`src/rtl/reg_wb_arbiter.sv`:
```
// Write-side arbiter for the register file: merges pipeline writebacks with
// buffered multi-cycle results into one registered write port.
module reg_wb_arbiter #(
   parameter int unsigned XLEN         = 32,
   parameter int unsigned FIFO_DEPTH   = 2,
   parameter int unsigned STARVE_LIMIT = 4
) (
   input  logic            clk,
   input  logic            rst,
   input  logic            pipe_valid,
   input  logic [4:0]      pipe_rd,
   input  logic [XLEN-1:0] pipe_data,
   output logic            pipe_stall,
   input  logic            mc_valid,
   output logic            mc_ready,
   input  logic [4:0]      mc_rd,
   input  logic [XLEN-1:0] mc_data,
   output logic            write_reg,
   output logic [4:0]      target_reg,
   output logic [XLEN-1:0] write_rd_data,
   output logic [31:0]     pending_mask
);

   localparam int unsigned PW = (FIFO_DEPTH > 1) ? $clog2(FIFO_DEPTH) : 1;
   localparam int unsigned SW = $clog2(STARVE_LIMIT + 1);

   logic [FIFO_DEPTH-1:0] slot_vld;
   logic [FIFO_DEPTH-1:0] vld_n;
   logic [4:0]            slot_rd   [FIFO_DEPTH];
   logic [XLEN-1:0]       slot_data [FIFO_DEPTH];
   logic [PW-1:0]         rd_ptr;
   logic [PW-1:0]         wr_ptr;
   logic [SW-1:0]         starve_cnt;
   logic [SW-1:0]         starve_n;
   logic                  fifo_ne;
   logic                  fifo_full;
   logic                  fifo_grant;
   logic                  pipe_grant;
   logic                  push;
   logic                  grant_any;
   logic [4:0]            grant_rd;
   logic [XLEN-1:0]       grant_data;
   logic [31:0]           mask_n;

   // Occupancy is tracked per slot: in a ring, the write slot is busy only
   // when full and the read slot is free only when empty.
   always_comb begin
      fifo_ne    = slot_vld[rd_ptr];
      fifo_full  = slot_vld[wr_ptr];
      fifo_grant = fifo_ne && (!pipe_valid || (starve_cnt == SW'(STARVE_LIMIT)));
      pipe_grant = pipe_valid && !fifo_grant;
      grant_any  = fifo_grant || pipe_grant;
      grant_rd   = fifo_grant ? slot_rd[rd_ptr]   : pipe_rd;
      grant_data = fifo_grant ? slot_data[rd_ptr] : pipe_data;
      mc_ready   = !rst && !fifo_full;
      pipe_stall = !rst && pipe_valid && fifo_grant;
      push       = mc_valid && mc_ready && (mc_rd != 5'd0);
   end

   always_comb begin
      starve_n = starve_cnt;
      if (fifo_grant || !fifo_ne) begin
         starve_n = '0;
      end else if (pipe_grant && (starve_cnt != SW'(STARVE_LIMIT))) begin
         starve_n = starve_cnt + SW'(1);
      end
   end

   // Mask is built from post-update occupancy so the register reflects the
   // FIFO contents in the cycle after a push or pop.
   always_comb begin
      vld_n  = slot_vld;
      mask_n = '0;
      if (fifo_grant) vld_n[rd_ptr] = 1'b0;
      if (push)       vld_n[wr_ptr] = 1'b1;
      for (int unsigned i = 0; i < FIFO_DEPTH; i++) begin
         if (vld_n[i]) begin
            if (push && (PW'(i) == wr_ptr)) mask_n[mc_rd]      = 1'b1;
            else                            mask_n[slot_rd[i]] = 1'b1;
         end
      end
      mask_n[0] = 1'b0;
   end

   always_ff @(posedge clk) begin
      if (push) begin
         slot_rd[wr_ptr]   <= mc_rd;
         slot_data[wr_ptr] <= mc_data;
      end
   end

   always_ff @(posedge clk or posedge rst) begin
      if (rst) begin
         slot_vld      <= '0;
         rd_ptr        <= '0;
         wr_ptr        <= '0;
         starve_cnt    <= '0;
         write_reg     <= 1'b0;
         target_reg    <= '0;
         write_rd_data <= '0;
         pending_mask  <= '0;
      end else begin
         slot_vld     <= vld_n;
         starve_cnt   <= starve_n;
         pending_mask <= mask_n;
         if (fifo_grant) rd_ptr <= rd_ptr + PW'(1);
         if (push)       wr_ptr <= wr_ptr + PW'(1);
         write_reg <= grant_any && (grant_rd != 5'd0);
         if (grant_any) begin
            target_reg    <= grant_rd;
            write_rd_data <= grant_data;
         end
      end
   end

endmodule

```
`config.mk`:
```
export PLATFORM = sky130hd
export DESIGN_NAME = reg_wb_arbiter
export DESIGN_NICKNAME = d
export VERILOG_FILES = /design/src/rtl/reg_wb_arbiter.sv
export SDC_FILE = /design/constraint.sdc
export NUM_CORES = 1
export LEC_CHECK = 0
export ABC_AREA = 1
export CAP_MARGIN = 20
export CORE_ASPECT_RATIO = 1.1
export CORE_MARGIN = 2
export CORE_UTILIZATION = 45
export CTS_CLUSTER_DIAMETER = 60
export CTS_CLUSTER_SIZE = 16
export DETAILED_ROUTE_END_ITERATION = 10
export GPL_ROUTABILITY_DRIVEN = 0
export PLACE_DENSITY_LB_ADDON = 0.1
export SYNTH_ARGS = -nofsm -noshare
export SYNTH_HDL_FRONTEND = slang
export SYNTH_SLANG_ARGS = --single-unit
```
`constraint.sdc`:
```
create_clock -name clk -period 5 [get_ports clk]
set_input_delay 1.25 -clock clk [delete_from_list [all_inputs] [get_ports clk]]
set_output_delay 1.25 -clock clk [all_outputs]
set_load 0.1 [all_outputs]
```
==> reports/metrics.csv <==
stage;metric;value;unit
setup_path;Slowest cell on crit path;clkdlybuf4s50_1;
sta;Max Clock Freq;259;MHz
run_status;status;finished clean;
grt;initial antenna violation count;0;
synth;register area share after synthesis;57.7;%
grt;grt ovf;0;
power;Pint;2.97;mW
power;Flop pwr share;29.5;%
power;PwrDens;631;nW/um^2
sta;setup tns final;0;ns
setup_path;worst r2r dst;pending_mask[4];
detailed_routing;Routed wire per std cell;16.8;um
layout;Reg with most FFs;slot_data;
detailed_routing;Via density;5.29;
setup_path;delay-heaviest family, CP;buffers and inverters;
setup_path;startpoint class of the critical path;primary input;
synth;top cells by area, synth;edfxtp_1 (31%), dfrtp_1 (27%), nand2_1 (11%), nor2_1 (9.2%), o2111ai_1 (3.9%);
detailed_routing;WL final;19.3;mm
synth;Synth top area share;31.1;%
setup_path;r2r setup slk;2.41;ns
die;Die Width;124;um
detailed_routing;Post-DRT Antenna Nets;0;
setup_path;Worst R2R Start;starve_cnt[0];
power;Gate power share;49.6;%
layout;Largest register FFs;64;
detailed_routing;routed vias;6068;
cts;htree depth;4;
sta;final hold slack;0.470;ns
synth;Mapped Cells;796;
cts;clock buffer depth;2;
cts;CTS tree;built;
die;chip height;136;um
place;hpwl dp;13.0;mm
synth;area leader, netlist;edfxtp_1;
setup_path;CP bufs+invs;3;
cts;post-cts sizing count;0;
setup_path;path depth of the worst reg2reg path;10;
synth;Syn. warnings;0;
detailed_routing;drt drc;0;
detailed_routing;First-pass DRT Iterations;5;
synth;Post-Syn Area per Cell;8.99;um^2
layout;Area growth, synth to finish;29.9;%
run;max cap viols;0;
cts;Clock Latency Late Sink;0.42;ns
cts;clk sinks;150;
power;total power;5.87;mW
setup_path;Req. time, crit path;3.75;ns
setup_path;kind of critical path;in -> out;
grt;vias in the first global route;6048;
sta;relative slew slack;26.9;%
grt;total track usage;23.2;%
synth;count of cell types in the netlist;29;
setup_path;Crit Path Max Fanout;18;
place;Port Buffers;148;
grt;first-pass GRT wire length;30.7;mm
die;number of top-level pins;150;
sta;Tmin final;3.85;ns
sta;Fin. Hold Viols;0;
die;num rows;48;
place;placed cell areas;8740;um^2
layout;Inserted Diodes;0;
sta;Setup violations, final;0;
layout;Final Cell Area;9300;um^2
power;Worst IR Drop VDD;416;uV
sta;PnR worst setup slack;1.15;ns
cts;CTS root buf;clkbuf_16;
synth;Yosys reg bits;150;
cts;post-cts hold buffer count;0;
power;clock network power share;20.9;%
die;Initial Util;45.8;%
power;switching pwr;2.89;mW
layout;fillers;1388;
cts;post-CTS setup repair buffer count;0;
setup_path;Worst Path Arrival;2.60;ns
cts;clock slew at reported path FFs;0.06;ns
grt;largest net degree at the start of global routing;65;
sta;Worst Clk Skew;0.00707;ns
setup_path;CP cell instances;clkdlybuf4s50_1 > clkinvlp_4 > nand2_1 > nor2_1 > buf_12;
cts;CTS buffer count;17;
synth;synthesized net count;876;
layout;Final Net Count;1013;
hold_path;Worst Min Path Start;starve_cnt[0];
synth;Mapped Area;7150;um^2
setup_path;Crit. End Element;output port;
layout;Largest regs;slot_data (64), write_rd_data (32), pending_mask (31);
hold_path;Hold Path Class;reg -> reg;
detailed_routing;DRT iter0 DRCs;610;
die;Total Die Area;16900;um^2
setup_path;critical path's largest stage delay;0.52;ns
power;LEAKAGE;3.76;nW
place;post-place setup slack;1.03;ns
layout;share of layout cells above drive strength 1;10.3;%
sta;unrepaired setup endpoints after global routing;no;
hold_path;worst hold endpoint;starve_cnt[0];
sta;slew at the pin closest to its max-slew limit;1.09;ns
sta;final period utilization;77.1;%
die;core area;15600;um^2
power;switching share of power;49.3;%
hold_path;hold path depth;1;
sta;Max Slew Vio Count;0;
[Yosys cell counts]
master     number
a31oi_1        32
buf_2          18
buf_4           2
buf_6           6
clkbuf_1       13
clkinv_1        1
conb_1          1
dfrtp_1        76
edfxtp_1       74
ha_1            2
inv_1          40
inv_2           1
inv_4           2
nand2_1       204
nand2_2         2
nand2_4         2
nand3_1        14
nand3b_1        2
nand4_4         1
nor2_1        175
nor2_2         12
nor2_4          2
nor3_1         34
o2111ai_1      32
o21ai_0         9
o21ai_1         2
o21ai_2         3
or2_2          33
xnor2_1         1
[cells in the final DEF, fill, tap and decap left out, types with 17 or more instances in the layout]
cell	n
clkbuf_16	17
inv_1	38
o2111ai_1	32
nor2_1	175
edfxtp_1	74
clkdlybuf4s50_1	146
or2_2	33
dfrtp_1	76
a31oi_1	32
nor3_1	34
nand2_1	204
[how the worst max path moves through the flow]
stage,cells after the start,from,slack (ns),to
6_report,5,rst,1.15,pipe_stall
5_1_grt,5,rst,1.00,pipe_stall
4_1_cts,5,rst,1.09,pipe_stall
3_5_place_dp,7,rst,1.03,slot_data[1][18]
3_3_place_gp,5,rst,1.12,pipe_stall
2_1_floorplan,3,rst,0.26,pipe_stall
[layer usage]
metal,wire length (um),track usage [%]
met1,8330,30.9
met2,9040,37.0
met3,1500,5.55
met4,417,9.18
met5,0,0
[stage by stage]
stage	util [%]	std cells
after global placement	56.0	1114
after global routing	59.5	1146
final	59.5	1146
after floorplan	-	796
after detailed placement	56.0	1114
after CTS	59.5	1146
[area by class of cell]
cell class | instances | area [um^2] | share of cell area (%)
inverter | 44 | 174 | 1.87
sequential | 150 | 4120 | 44.4
clock buffer | 23 | 448 | 4.82
multi-input combinational | 563 | 2640 | 28.4
timing repair buffer | 157 | 1560 | 16.7
clock inverter | 9 | 105 | 1.13
tap | 200 | 250 | 2.69
[cell families (layout without fill, tap and decap cells)]
family | after synthesis | count (layout) | share of synthesized area, %
flops | 150 | 150 | 57.7
other cells | 1 | 1 | 0.0524
compound gates | 78 | 78 | 7.85
buf+inv | 83 | 233 | 5.47
simple gates | 481 | 481 | 28.5
fa+ha+maj | 2 | 2 | 0.350
xor+xnor | 1 | 1 | 0.122
[power by group through the flow]
| stage | Sequential, mW | Clock [mW] | Combinational (mW) |
|---|---|---|---|
| floorplan | 3.10 | 0 | 0.861 |
| global placement | 1.74 | 0 | 2.88 |
| detailed placement | 1.75 | 0 | 2.92 |
| CTS | 1.73 | 1.24 | 2.92 |
| global route | 1.76 | 1.30 | 3.06 |
| finish | 1.73 | 1.22 | 2.91 |
[worst register-to-register path, delay by kind of cell, from the launching register on]
family,cells,cell delay [ns]
adders and majority gates,1,0.13
buffers and inverters,2,0.44
DFF,1,0.40
AOI/OAI and AO/OA,1,0.22
and+or+nand+nor,6,1.29
No activity file was read; power rests on OpenSTA's default activity.
